$ cat src/rtl/kbd_pkg.sv
// Shared constants and types for the matrix keyboard controller.
package kbd_pkg;

    localparam int unsigned KEY_NUM       = 16;
    localparam int unsigned KEY_IDX_W     = 4;
    localparam int unsigned EVT_W         = 5;
    localparam int unsigned EVT_PRESS_BIT = 4;

    // Controller FSM: wait for a debounced change, walk the 16 keys, commit the new map.
    typedef enum logic [1:0] {
        IDLE   = 2'd0,
        WALK   = 2'd1,
        COMMIT = 2'd2
    } kbd_state_e;

    // Event word: {press, code[3:0]}.
    typedef logic [EVT_W-1:0] kbd_evt_t;

    function automatic kbd_evt_t pack_evt(input logic [KEY_IDX_W-1:0] code, input logic press);
        return {press, code};
    endfunction

endpackage

$ cat src/rtl/matrix_keyboard_ctrl_if.sv
// Event handshake between the keyboard controller (master) and its consumer (slave).
interface matrix_keyboard_ctrl_if;
    import kbd_pkg::*;

    logic                 evt_valid;
    logic                 evt_ready;
    logic [KEY_IDX_W-1:0] evt_code;
    logic                 evt_press;
    logic                 evt_overflow;
    logic                 ovf_clr;

    modport master (
        output evt_valid,
        output evt_code,
        output evt_press,
        output evt_overflow,
        input  evt_ready,
        input  ovf_clr
    );

    modport slave (
        input  evt_valid,
        input  evt_code,
        input  evt_press,
        input  evt_overflow,
        output evt_ready,
        output ovf_clr
    );

endinterface

$ cat src/rtl/kbd_event_fifo.sv
// Show-ahead event FIFO; a push while full is dropped unless a pop frees a slot that cycle.
module kbd_event_fifo
    import kbd_pkg::*;
#(
    parameter int unsigned DEPTH = 4
) (
    input  logic     clk_100M,
    input  logic     rst_n,
    input  logic     i_push,
    input  kbd_evt_t i_push_data,
    input  logic     i_pop,
    output logic     o_empty,
    output kbd_evt_t o_head,
    output logic     o_drop
);

    localparam int unsigned AW = $clog2(DEPTH);

    kbd_evt_t    r_mem [DEPTH];
    logic [AW:0] r_wr_ptr;
    logic [AW:0] r_rd_ptr;

    logic w_full;
    logic w_pop_ok;
    logic w_push_ok;

    // Extra pointer MSB distinguishes full from empty when the indices match.
    assign o_empty   = (r_wr_ptr == r_rd_ptr);
    assign w_full    = (r_wr_ptr[AW] != r_rd_ptr[AW]) && (r_wr_ptr[AW-1:0] == r_rd_ptr[AW-1:0]);
    assign w_pop_ok  = i_pop && !o_empty;
    assign w_push_ok = i_push && (!w_full || w_pop_ok);
    assign o_drop    = i_push && w_full && !w_pop_ok;
    assign o_head    = r_mem[r_rd_ptr[AW-1:0]];

    // Pointer update on accepted push/pop.
    always_ff @(posedge clk_100M or negedge rst_n) begin
        if (!rst_n) begin
            r_wr_ptr <= '0;
            r_rd_ptr <= '0;
        end else begin
            if (w_push_ok) r_wr_ptr <= r_wr_ptr + 1'b1;
            if (w_pop_ok)  r_rd_ptr <= r_rd_ptr + 1'b1;
        end
    end

    // Storage is cleared so the head reads as zero out of reset.
    always_ff @(posedge clk_100M or negedge rst_n) begin
        if (!rst_n) begin
            for (int i = 0; i < int'(DEPTH); i++) r_mem[i] <= '0;
        end else if (w_push_ok) begin
            r_mem[r_wr_ptr[AW-1:0]] <= i_push_data;
        end
    end

endmodule

$ cat src/rtl/matrix_keyboard_ctrl.sv
// Matrix keyboard controller: frame timing, per-frame debounce, press/release event generation.
module matrix_keyboard_ctrl
    import kbd_pkg::*;
#(
    parameter int unsigned FRAME_CYCLES    = 2_000_000,
    parameter int unsigned DEBOUNCE_FRAMES = 3,
    parameter int unsigned FIFO_DEPTH      = 4
) (
    input  logic                   clk_100M,
    input  logic                   rst_n,
    input  logic                   i_en,
    input  logic [KEY_NUM-1:0]     i_key_raw,
    output logic                   o_scan_en,
    output logic [KEY_NUM-1:0]     o_key_state,
    matrix_keyboard_ctrl_if.master evt_if
);

    localparam int unsigned      CNT_W    = $clog2(FRAME_CYCLES);
    localparam logic [CNT_W-1:0] CNT_MAX  = CNT_W'(FRAME_CYCLES - 1);
    localparam logic [3:0]       STAB_MAX = 4'(DEBOUNCE_FRAMES - 1);

    logic                 r_scan_en;
    logic [CNT_W-1:0]     r_frame_cnt;
    logic [KEY_NUM-1:0]   r_last_snap;
    logic [3:0]           r_stable_cnt;
    logic [KEY_NUM-1:0]   r_key_state;
    logic [KEY_NUM-1:0]   r_chg;
    logic [KEY_NUM-1:0]   r_new_state;
    logic [KEY_IDX_W-1:0] r_idx;
    logic                 r_ovf;
    kbd_state_e           r_state;

    kbd_state_e           w_state_d;
    logic                 w_frame_tick;
    logic                 w_sample;
    logic [KEY_NUM-1:0]   w_snap;
    logic [KEY_NUM-1:0]   w_last_nxt;
    logic [3:0]           w_stable_nxt;
    logic                 w_qualify;
    logic                 w_push;
    kbd_evt_t             w_push_data;
    logic                 w_commit;
    logic                 w_empty;
    kbd_evt_t             w_head;
    logic                 w_drop;

    assign w_frame_tick = i_en && (r_frame_cnt == CNT_MAX);
    // Ticks that land while a walk is in progress are simply skipped.
    assign w_sample     = w_frame_tick && (r_state == IDLE);

    // Scanner enable follows the software enable by one cycle.
    always_ff @(posedge clk_100M or negedge rst_n) begin
        if (!rst_n) r_scan_en <= 1'b0;
        else        r_scan_en <= i_en;
    end

    // Frame counter: free-runs while enabled, holds while disabled.
    always_ff @(posedge clk_100M or negedge rst_n) begin
        if (!rst_n) begin
            r_frame_cnt <= '0;
        end else if (i_en) begin
            if (r_frame_cnt == CNT_MAX) r_frame_cnt <= '0;
            else                        r_frame_cnt <= r_frame_cnt + 1'b1;
        end
    end

    // Debounce next values and the qualify decision, based on post-update counters.
    always_comb begin
        w_snap       = ~i_key_raw;
        w_last_nxt   = r_last_snap;
        w_stable_nxt = r_stable_cnt;
        if (w_sample) begin
            if (w_snap == r_last_snap) begin
                if (r_stable_cnt != STAB_MAX) w_stable_nxt = r_stable_cnt + 1'b1;
            end else begin
                w_last_nxt   = w_snap;
                w_stable_nxt = '0;
            end
        end
        w_qualify = w_sample && (w_stable_nxt == STAB_MAX) && (w_last_nxt != r_key_state);
    end

    // Debounce registers.
    always_ff @(posedge clk_100M or negedge rst_n) begin
        if (!rst_n) begin
            r_last_snap  <= '0;
            r_stable_cnt <= '0;
        end else begin
            r_last_snap  <= w_last_nxt;
            r_stable_cnt <= w_stable_nxt;
        end
    end

    // FSM state register.
    always_ff @(posedge clk_100M or negedge rst_n) begin
        if (!rst_n) r_state <= IDLE;
        else        r_state <= w_state_d;
    end

    // FSM next-state logic.
    always_comb begin
        w_state_d = r_state;
        unique case (r_state)
            IDLE:    if (w_qualify) w_state_d = WALK;
            WALK:    if (r_idx == KEY_IDX_W'(KEY_NUM - 1)) w_state_d = COMMIT;
            COMMIT:  w_state_d = IDLE;
            default: w_state_d = IDLE;
        endcase
    end

    // FSM outputs: one push per changed key during the walk, map update in COMMIT.
    always_comb begin
        w_push      = 1'b0;
        w_push_data = pack_evt(r_idx, r_new_state[r_idx]);
        w_commit    = 1'b0;
        unique case (r_state)
            WALK:    w_push   = r_chg[r_idx];
            COMMIT:  w_commit = 1'b1;
            default: ;
        endcase
    end

    // Walk datapath: capture the change set on qualify, step the key index during WALK.
    always_ff @(posedge clk_100M or negedge rst_n) begin
        if (!rst_n) begin
            r_chg       <= '0;
            r_new_state <= '0;
            r_idx       <= '0;
        end else if (w_qualify) begin
            r_chg       <= w_last_nxt ^ r_key_state;
            r_new_state <= w_last_nxt;
            r_idx       <= '0;
        end else if (r_state == WALK) begin
            r_idx       <= r_idx + 1'b1;
        end
    end

    // Debounced key map.
    always_ff @(posedge clk_100M or negedge rst_n) begin
        if (!rst_n)        r_key_state <= '0;
        else if (w_commit) r_key_state <= r_new_state;
    end

    // Sticky overflow; a drop in the same cycle as a clear keeps it set.
    always_ff @(posedge clk_100M or negedge rst_n) begin
        if (!rst_n)              r_ovf <= 1'b0;
        else if (w_drop)         r_ovf <= 1'b1;
        else if (evt_if.ovf_clr) r_ovf <= 1'b0;
    end

    kbd_event_fifo #(
        .DEPTH (FIFO_DEPTH)
    ) u_fifo (
        .clk_100M    (clk_100M),
        .rst_n       (rst_n),
        .i_push      (w_push),
        .i_push_data (w_push_data),
        .i_pop       (evt_if.evt_ready),
        .o_empty     (w_empty),
        .o_head      (w_head),
        .o_drop      (w_drop)
    );

    assign o_scan_en           = r_scan_en;
    assign o_key_state         = r_key_state;
    assign evt_if.evt_valid    = !w_empty;
    assign evt_if.evt_code     = w_head[KEY_IDX_W-1:0];
    assign evt_if.evt_press    = w_head[EVT_PRESS_BIT];
    assign evt_if.evt_overflow = r_ovf;

endmodule
$ cat src/flat_wrapper.sv
// flat-port wrapper written by rule: the top's interface ports become plain ports
module matrix_keyboard_ctrl_flat import kbd_pkg::*;
#(
    parameter int unsigned FRAME_CYCLES    = 2_000_000,
    parameter int unsigned DEBOUNCE_FRAMES = 3,
    parameter int unsigned FIFO_DEPTH      = 4
)
  (clk_100M, rst_n, i_en, i_key_raw, o_scan_en, o_key_state, evt_if_evt_valid, evt_if_evt_code, evt_if_evt_press, evt_if_evt_overflow, evt_if_evt_ready, evt_if_ovf_clr);
  matrix_keyboard_ctrl_if evt_if_i ();
  input  logic clk_100M;
  input  logic rst_n;
  input  logic i_en;
  input  logic [KEY_NUM-1:0] i_key_raw;
  output logic o_scan_en;
  output logic [KEY_NUM-1:0] o_key_state;
  output wire logic [$bits(evt_if_i.evt_valid)-1:0] evt_if_evt_valid;
  output wire logic [$bits(evt_if_i.evt_code)-1:0] evt_if_evt_code;
  output wire logic [$bits(evt_if_i.evt_press)-1:0] evt_if_evt_press;
  output wire logic [$bits(evt_if_i.evt_overflow)-1:0] evt_if_evt_overflow;
  input wire logic [$bits(evt_if_i.evt_ready)-1:0] evt_if_evt_ready;
  input wire logic [$bits(evt_if_i.ovf_clr)-1:0] evt_if_ovf_clr;
  assign evt_if_evt_valid = evt_if_i.evt_valid;
  assign evt_if_evt_code = evt_if_i.evt_code;
  assign evt_if_evt_press = evt_if_i.evt_press;
  assign evt_if_evt_overflow = evt_if_i.evt_overflow;
  assign evt_if_i.evt_ready = evt_if_evt_ready;
  assign evt_if_i.ovf_clr = evt_if_ovf_clr;
  matrix_keyboard_ctrl #(.FRAME_CYCLES(FRAME_CYCLES), .DEBOUNCE_FRAMES(DEBOUNCE_FRAMES), .FIFO_DEPTH(FIFO_DEPTH)) u_core (.clk_100M(clk_100M), .rst_n(rst_n), .i_en(i_en), .i_key_raw(i_key_raw), .o_scan_en(o_scan_en), .o_key_state(o_key_state), .evt_if(evt_if_i));
endmodule
$ cat config.mk
export PLATFORM = sky130hd
export DESIGN_NAME = matrix_keyboard_ctrl_flat
export DESIGN_NICKNAME = d
export VERILOG_FILES = /design/src/rtl/kbd_pkg.sv /design/src/rtl/matrix_keyboard_ctrl_if.sv /design/src/rtl/kbd_event_fifo.sv /design/src/rtl/matrix_keyboard_ctrl.sv /design/src/flat_wrapper.sv
export SDC_FILE = /design/constraint.sdc
export NUM_CORES = 1
export LEC_CHECK = 0
export ABC_AREA = 1
export CORE_UTILIZATION = 55
export CTS_BUF_LIST = sky130_fd_sc_hd__clkbuf_8
export CTS_CLUSTER_SIZE = 28
export DETAILED_ROUTE_END_ITERATION = 8
export MAX_ROUTING_LAYER = met4
export PLACE_DENSITY = 0.75
export SLEW_MARGIN = 20
export SYNTH_ARGS = -nofsm -noshare
export SYNTH_HDL_FRONTEND = slang
export SYNTH_SLANG_ARGS = --single-unit
$ cat constraint.sdc
create_clock -name clk_100M -period 3.41 [get_ports clk_100M]
set_clock_uncertainty 0.15 [all_clocks]
set_input_delay 0.682 -clock clk_100M [delete_from_list [all_inputs] [get_ports clk_100M]]
set_output_delay 0.682 -clock clk_100M [all_outputs]
set_load 0.03 [all_outputs]
==> flow_summary_export.csv, run 1 <==
group,metric,value,unit
status,result_of_the_run,"finished with violations",
status,failing_checks,"DRC",
logic_synthesis,synth_warnings,0,
floorplan,floorplan.core_area,11500,sq um
clock_tree,tritoncts_clock_tree,"yes",
grt,grt_antenna_before_repair,0,
logic_synthesis,synth_cells,798,
final_layout,utilization,65.5,%
critical_path,rrSetupSlack,0.32,ns
clock_tree,clk_transition_reported_paths,0.07,ns
logic_synthesis,synth_area_per_cell,8.18,sq um
clock_tree,cts.hold.buffers_added,0,
critical_path,worst_setup_path_end_kind,"output pin",
final_layout,layout-drive-gt1-share,11.6,%
logic_synthesis,syn_nets,828,
logic_synthesis,synth_compound_area_share,8.66,%
logic_synthesis,yosys-mux-area-fraction,2.07,%
power_and_ir_drop,post-layout-total-power,3.07,mW
job,drv.max_cap_violation_count,0,
final_layout,post_layout_nonfiller_instances,1010,
floorplan,num_rows,39,
detailed_routing,drc_errors,9,
place,place_inst,978,
logic_synthesis,post-synth-top-area-fraction,47.2,%
critical_path,critPathMaxStageDelay,0.71,ns
timing,grt_setup_unrepaired,"false",
timing,period_needed,3.18,ns
place,place_hpwl,11.3,mm
place,gp_congestion,0.864,
floorplan,floorplan.die_area,12300,sq um
grt,grt.total_usage,28.5,%
clock_tree,post_cts_resized,0,
timing,setup-tns-final,0,ns
critical_path,crit_required,2.58,ns
timing,finalHoldViolations,0,
place,place.port_buffers,44,
final_layout,antenna-diode-count,0,
critical_path,cp_cell_sequence,"inv_1 > o21ai_0 > o22ai_1 > clkdlybuf4s50_1",
clock_tree,cts_inserted_buffers,17,
detailed_routing,via_per_inst,5.58,
logic_synthesis,top_cell_type_by_total_area_after_synthesis,"dfrtp_1",
timing,timing_worst_slew_pin_value,1.03,ns
critical_path,critical_path.slowest_cell,"clkdlybuf4s50_1",
timing,portion_of_the_clock_cycle_consumed_by_the_worst_path_in_the_final_layout,93.2,%
logic_synthesis,synth_xor_area_share,4.03,%
grt,grt_pass1_wl,26.6,mm
floorplan,num_io_pins,45,
detailed_routing,first_pass_iters,7,
final_layout,layout_area_overhead,15.6,%
logic_synthesis,synthFlopType,"dfrtp_1",
floorplan,start_util,56.7,%
clock_tree,cts_root_buf,"clkbuf_8",
timing,maxSlewHeadroom,31.3,%
place,detailed_place.area,7170,sq um
final_layout,finish.net_count,884,
logic_synthesis,postSynth.asyncResetShare,100,%
clock_tree,clock_tree.buffer_depth,2,
logic_synthesis,netlist_top_cells_area,"dfrtp_1 (47%), nand2_1 (12%), inv_1 (4.8%)",
logic_synthesis,synth-simple-area-share,29.1,%
clock_tree,worst_skew_pair_latency,0.45,ns
critical_path,startpoint_to_endpoint_class_of_the_critical_path,"reg -> out",
logic_synthesis,adder_cell_area_share_of_the_yosys_netlist,1.73,%
grt,pin_count_of_the_biggest_net_entering_global_routing,81,
timing,slew_viol_final,0,
floorplan,die-height,111,um
grt,number_of_global_route_vias_before_repair,5574,
power_and_ir_drop,power.density,407,nW/um^2
logic_synthesis,synth_edf_count,0,
final_layout,postLayoutCellArea,7550,sq um
critical_path,worstSetupStartpointType,"flip-flop",
critical_path,crit_arrival,2.35,ns
timing,maxClockFrequency,315,MHz
worst_hold_path,hold_class,"in -> async",
grt,overflow,0,
critical_path,worstPathMaxFanout,13,
detailed_routing,drt_first_iter_violations,494,
logic_synthesis,synth_top_family_by_area,"simple AND/OR/NAND/NOR gates",
detailed_routing,number_of_routed_nets_with_antenna_violations,0,
logic_synthesis,synth_sequential_area_ratio,47.2,%
power_and_ir_drop,worst_ir_drop_vdd,280,uV
timing,setup_viol_count_final,0,
clock_tree,postcts_setup_bufs,0,
logic_synthesis,register_bit_total_from_synthesis,123,
detailed_routing,avgRoutedWirePerCell,15.7,um
power_and_ir_drop,total_leakage_power,3.70,nW
logic_synthesis,synth.cell_area,6530,sq um
final_layout,fillCellCount,941,
clock_tree,cts_num_sinks,123,
detailed_routing,vias,5632,
clock_tree,htreeDepth,4,
timing,timing.hold.ws,0.0880,ns
place,pre_cts_setup_slack,0.0863,ns
floorplan,fp.dieW,111,um
detailed_routing,detail_route.wirelength,15.9,mm
logic_synthesis,synth.lib_cells_used.distinct,36,
logic_synthesis,most_repeated_cell_in_the_gate_level_netlist_after_synthesis,"nand2_1",
timing,timing.final.ws_setup,0.233,ns
logic_synthesis,synth.cells.most_frequent,"nand2_1 (204), dfrtp_1 (123), inv_1 (83), nor2_1 (71), nand3_1 (62)",
## final timing paths
kind / start / to / depth (start not counted)
max in group asynchronous: rst_n / u_core.u_fifo.r_mem[5] / 2
hold / removal: rst_n / u_core.r_frame_cnt[7] / 1
setup / recovery: u_core.u_fifo.r_rd_ptr[0] / evt_if_evt_code[0] / 4
min in group clk_100M: u_core.r_chg[14] / u_core.r_chg[14] / 2
hold reg to reg: u_core.r_chg[14] / u_core.r_chg[14] / 2
setup reg to reg: u_core.r_frame_cnt[1] / u_core.r_new_state[14] / 19
## layout by cell type, fill, tap and decap left out, drive strengths merged, types with 16 or more instances in the layout
cell type,n
nor2,81
a21oi,22
o21a,16
o21ai,45
clkdlybuf4s50,43
dfrtp,123
clkbuf,18
nand3,71
nand2,216
inv,88
buf,17
## power breakdown
group / internal (mW) / switching, mW
Sequential: 1.51 / 0.0719
Clock: 0.655 / 0.599
Combinational: 0.0889 / 0.142
Total: 2.26 / 0.813
## sequential cells by signal, indices dropped and copies added (netlist names)
signal                      cells
u_core.r_new_state             16
u_core.o_key_state             16
u_core.r_stable_cnt             4
u_core.r_chg                   16
u_core.u_fifo.r_rd_ptr          3
u_core.o_scan_en                1
u_core.evt_if.evt_overflow      1
u_core.r_last_snap             16
u_core.u_fifo.r_wr_ptr          3
u_core.r_state                  2
u_core.u_fifo.r_mem            20
u_core.r_frame_cnt             21
u_core.r_idx                    4
## area by class of cell
type | instances | area (sq um) | area share (%)
clock buffers | 18 | 248 | 3.28
clock inverters | 14 | 130 | 1.72
inverters | 88 | 330 | 4.38
multi-input cells | 564 | 2970 | 39.4
flip-flops and latches | 123 | 3080 | 40.8
well taps | 143 | 179 | 2.37
repair buffers | 60 | 608 | 8.06
## routing by layer
layer | wire length, um | track usage (%) | part of all wire, %
met4 | 278 | 10.7 | 1.7
met2 | 7830 | 46.0 | 49
met3 | 899 | 5.47 | 5.7
met5 | 0 | - | 0
met1 | 6890 | 35.6 | 43
## logic make-up after synthesis
logic type / after synthesis
AND/OR/NAND/NOR: 415
flip-flops: 123
buffers and inverters: 111
AO/OA/AOI/OAI: 98
XOR/XNOR: 30
multiplexers: 12
adder cells (fa/ha/maj): 9
## critical path, delay by kind of cell (launching register included)
| family | cells | cell delay [ns] |
|---|---|---|
| compound gates | 2 | 0.30 |
| buf+inv | 2 | 1.05 |
| flops | 1 | 0.54 |
Power figures use the tool's default switching activity.
==> inputs of run 2 (changes only) <==
--- a/config.mk
+++ b/config.mk
@@ -10,6 +10,8 @@
 export CTS_BUF_LIST = sky130_fd_sc_hd__clkbuf_8
 export CTS_CLUSTER_SIZE = 28
 export DETAILED_ROUTE_END_ITERATION = 8
+export GPL_TIMING_DRIVEN = 0
+export HOLD_SLACK_MARGIN = 0.08
 export MAX_ROUTING_LAYER = met4
 export PLACE_DENSITY = 0.75
 export SLEW_MARGIN = 20
==> run 2 against run 1 <==
  * The run still ends with DRC left
  * Highest routed layer unchanged
  * Die area unchanged
  * Critical path depth grew 1
  * Non-clock buffer count grew 9
  * Combinational power up 2%
  * Clock-buffer cell count is 3 higher
  * Via count shrank 0.43%
==> flow_summary_export.csv, run 2 (synthesis gave the netlist of run 1 again) <==
group,metric,value,unit
final_layout,largest_reg_flops,21,
final_layout,register_bank_with_the_most_flops,"u_core.r_frame_cnt",
clock_tree,cts_root_buf,"clkbuf_8",
job,drv.max_cap_violation_count,0,
place,place_hpwl,11.5,mm
power_and_ir_drop,worst_ir_drop_vdd,289,uV
power_and_ir_drop,switching_share,24.5,%
power_and_ir_drop,comb_power_share,7.4,%
clock_tree,cts_inserted_buffers,17,
grt,grt_antenna_before_repair,0,
floorplan,floorplan.die_area,12300,sq um
floorplan,die-height,111,um
power_and_ir_drop,total_leakage_power,3.74,nW
detailed_routing,detail_route.wirelength,15.9,mm
place,place.port_buffers,44,
status,result_of_the_run,"finished with violations",
power_and_ir_drop,internal_power_contribution,2.39,mW
clock_tree,tritoncts_clock_tree,"yes",
place,pre_cts_setup_slack,0.0216,ns
clock_tree,worst_skew_pair_latency,0.45,ns
detailed_routing,drt_first_iter_violations,404,
final_layout,layout_area_overhead,16.4,%
critical_path,worstSetupStartpointType,"flip-flop",
place,gp_congestion,0.884,
clock_tree,clock_tree.buffer_depth,2,
timing,portion_of_the_clock_cycle_consumed_by_the_worst_path_in_the_final_layout,91.1,%
floorplan,floorplan.core_area,11500,sq um
detailed_routing,via_per_inst,5.51,
power_and_ir_drop,post-layout-total-power,3.17,mW
detailed_routing,avgRoutedWirePerCell,15.6,um
timing,period_needed,3.11,ns
floorplan,num_rows,39,
critical_path,worstPathMaxFanout,10,
power_and_ir_drop,sequentialPowerShare,50.0,%
power_and_ir_drop,netSwitchingPower,776,uW
detailed_routing,vias,5608,
floorplan,fp.dieW,111,um
critical_path,crit_required,2.58,ns
detailed_routing,number_of_routed_nets_with_antenna_violations,0,
clock_tree,post_cts_resized,0,
critical_path,crit_end,"evt_if_evt_code[3]",
timing,maxSlewHeadroom,55.8,%
detailed_routing,drc_errors,8,
grt,overflow,0,
critical_path,reg2reg_from,"u_core.r_idx[0]",
timing,setup_viol_count_final,0,
final_layout,antenna-diode-count,0,
timing,timing_worst_slew_pin_value,0.663,ns
clock_tree,clk_transition_reported_paths,0.07,ns
critical_path,crit-reg2reg-capture,"u_core.u_fifo.r_mem[4]",
floorplan,num_io_pins,45,
critical_path,startpoint_to_endpoint_class_of_the_critical_path,"reg -> out",
power_and_ir_drop,clkPwrFrac,42.5,%
critical_path,startpoint,"u_core.u_fifo.r_rd_ptr[0]",
clock_tree,htreeDepth,4,
final_layout,postLayoutCellArea,7600,sq um
timing,setup-tns-final,0,ns
status,failing_checks,"DRC",
timing,slew_viol_final,0,
critical_path,r2r_cells,10,
final_layout,fillCellCount,1012,
grt,pin_count_of_the_biggest_net_entering_global_routing,66,
grt,grt.total_usage,29.0,%
detailed_routing,first_pass_iters,7,
final_layout,utilization,66.0,%
floorplan,start_util,56.7,%
timing,timing.final.ws_setup,0.304,ns
critical_path,worst_setup_path_end_kind,"output pin",
grt,grt_pass1_wl,26.8,mm
final_layout,layout-drive-gt1-share,11.3,%
critical_path,rrSetupSlack,0.42,ns
timing,grt_setup_unrepaired,"false",
timing,maxClockFrequency,322,MHz
final_layout,final_common_cell,"nand2_1",
worst_hold_path,hold_class,"reg -> reg",
final_layout,top_regs,"u_core.r_frame_cnt: 21 flops, u_core.u_fifo.r_mem: 20 flops",
place,detailed_place.area,7180,sq um
timing,finalHoldViolations,0,
critical_path,crit_arrival,2.27,ns
final_layout,finish.net_count,893,
clock_tree,cts_num_sinks,123,
power_and_ir_drop,power.density,417,nW/um^2
final_layout,layout_common_cells,"nand2_1 (204), dfrtp_1 (123), inv_1 (86), nor2_1 (71), nand3_1 (62)",
grt,number_of_global_route_vias_before_repair,5699,
-- run 2: cell count changes in the layout (fill, tap and decap cells not counted), sizes merged --
cell	change
buf	+2
clkbuf	+9
bufinv	+1
clkinv	-5
dlygate4sd3	+1
clkinvlp	-2
inv	+2
-- run 2: metrics by stage --
step           hold slack [ns]  std cells
2_1_floorplan            0.236        798
3_3_place_gp             0.303        985
3_5_place_dp             0.303        986
4_1_cts                  0.320       1018
5_1_grt                  0.348       1018
6_report                 0.320       1018
-- run 2: worst min-delay path by stage --
stage	startpoint	to	cells after the start
2_1_floorplan	rst_n	u_core.evt_if.evt_overflow	0
3_3_place_gp	u_core.r_chg[10]	u_core.r_chg[10]	2
3_5_place_dp	u_core.r_chg[10]	u_core.r_chg[10]	2
4_1_cts	u_core.r_chg[10]	u_core.r_chg[10]	2
5_1_grt	u_core.r_new_state[9]	u_core.r_new_state[9]	2
6_report	u_core.r_chg[14]	u_core.r_chg[14]	2
-- run 2: routing by layer --
| metal | share of wire [%] | up-vias | GRT usage, % |
|---|---|---|---|
| met4 | 2.2 | 0 | 10.8 |
| met1 | 42 | 2702 | 34.3 |
| met3 | 5.1 | 31 | 7.55 |
| met2 | 50 | 159 | 47.8 |
| li1 | - | 2716 | - |
| met5 | 0 | - | - |
-- run 2: timing repair --
item | in CTS | in global routing
hold buffers | 1 | 0
setup endpoints to repair | 0 | 0
endpoints found under the hold margin | 58 | 0
buffers inserted | 0 | 0
-- run 2: area by class of cell --
type	count	area [sq um]	share of cell area [%]
clock buffer	21	289	3.80
multi-input combinational	564	2970	39.1
inverter	88	330	4.35
buffer	23	146	1.93
timing repair buffer	46	479	6.31
sequential	123	3080	40.5
clock inverter	10	124	1.63
tap	143	179	2.35
-- run 2: critical path: stages, from the launching register on --
cell             delay [ns]
dfrtp_1                0.43
inv_1                  0.09
clkbuf_1               0.33
o21ai_0                0.15
o22ai_1                0.14
clkdlybuf4s50_1        0.69
-- run 2: power by group through the flow --
stage / sequential [mW] / clock (mW) / combinational (mW)
2_1_floorplan: 1.59 / 0 / 0.139
3_3_place_gp: 1.61 / 0 / 0.221
5_1_grt: 1.59 / 1.42 / 0.271
4_1_cts: 1.58 / 1.36 / 0.239
6_report: 1.58 / 1.35 / 0.236
3_5_place_dp: 1.61 / 0 / 0.236
==> inputs of run 3 (changes only) <==
--- a/config.mk
+++ b/config.mk
@@ -10,7 +10,6 @@
 export CTS_BUF_LIST = sky130_fd_sc_hd__clkbuf_8
 export CTS_CLUSTER_SIZE = 28
 export DETAILED_ROUTE_END_ITERATION = 8
-export GPL_TIMING_DRIVEN = 0
 export HOLD_SLACK_MARGIN = 0.08
 export MAX_ROUTING_LAYER = met4
 export PLACE_DENSITY = 0.75
==> results of run 3 <==
No change in the layout: final DEF, timing and power equal those of run 1.
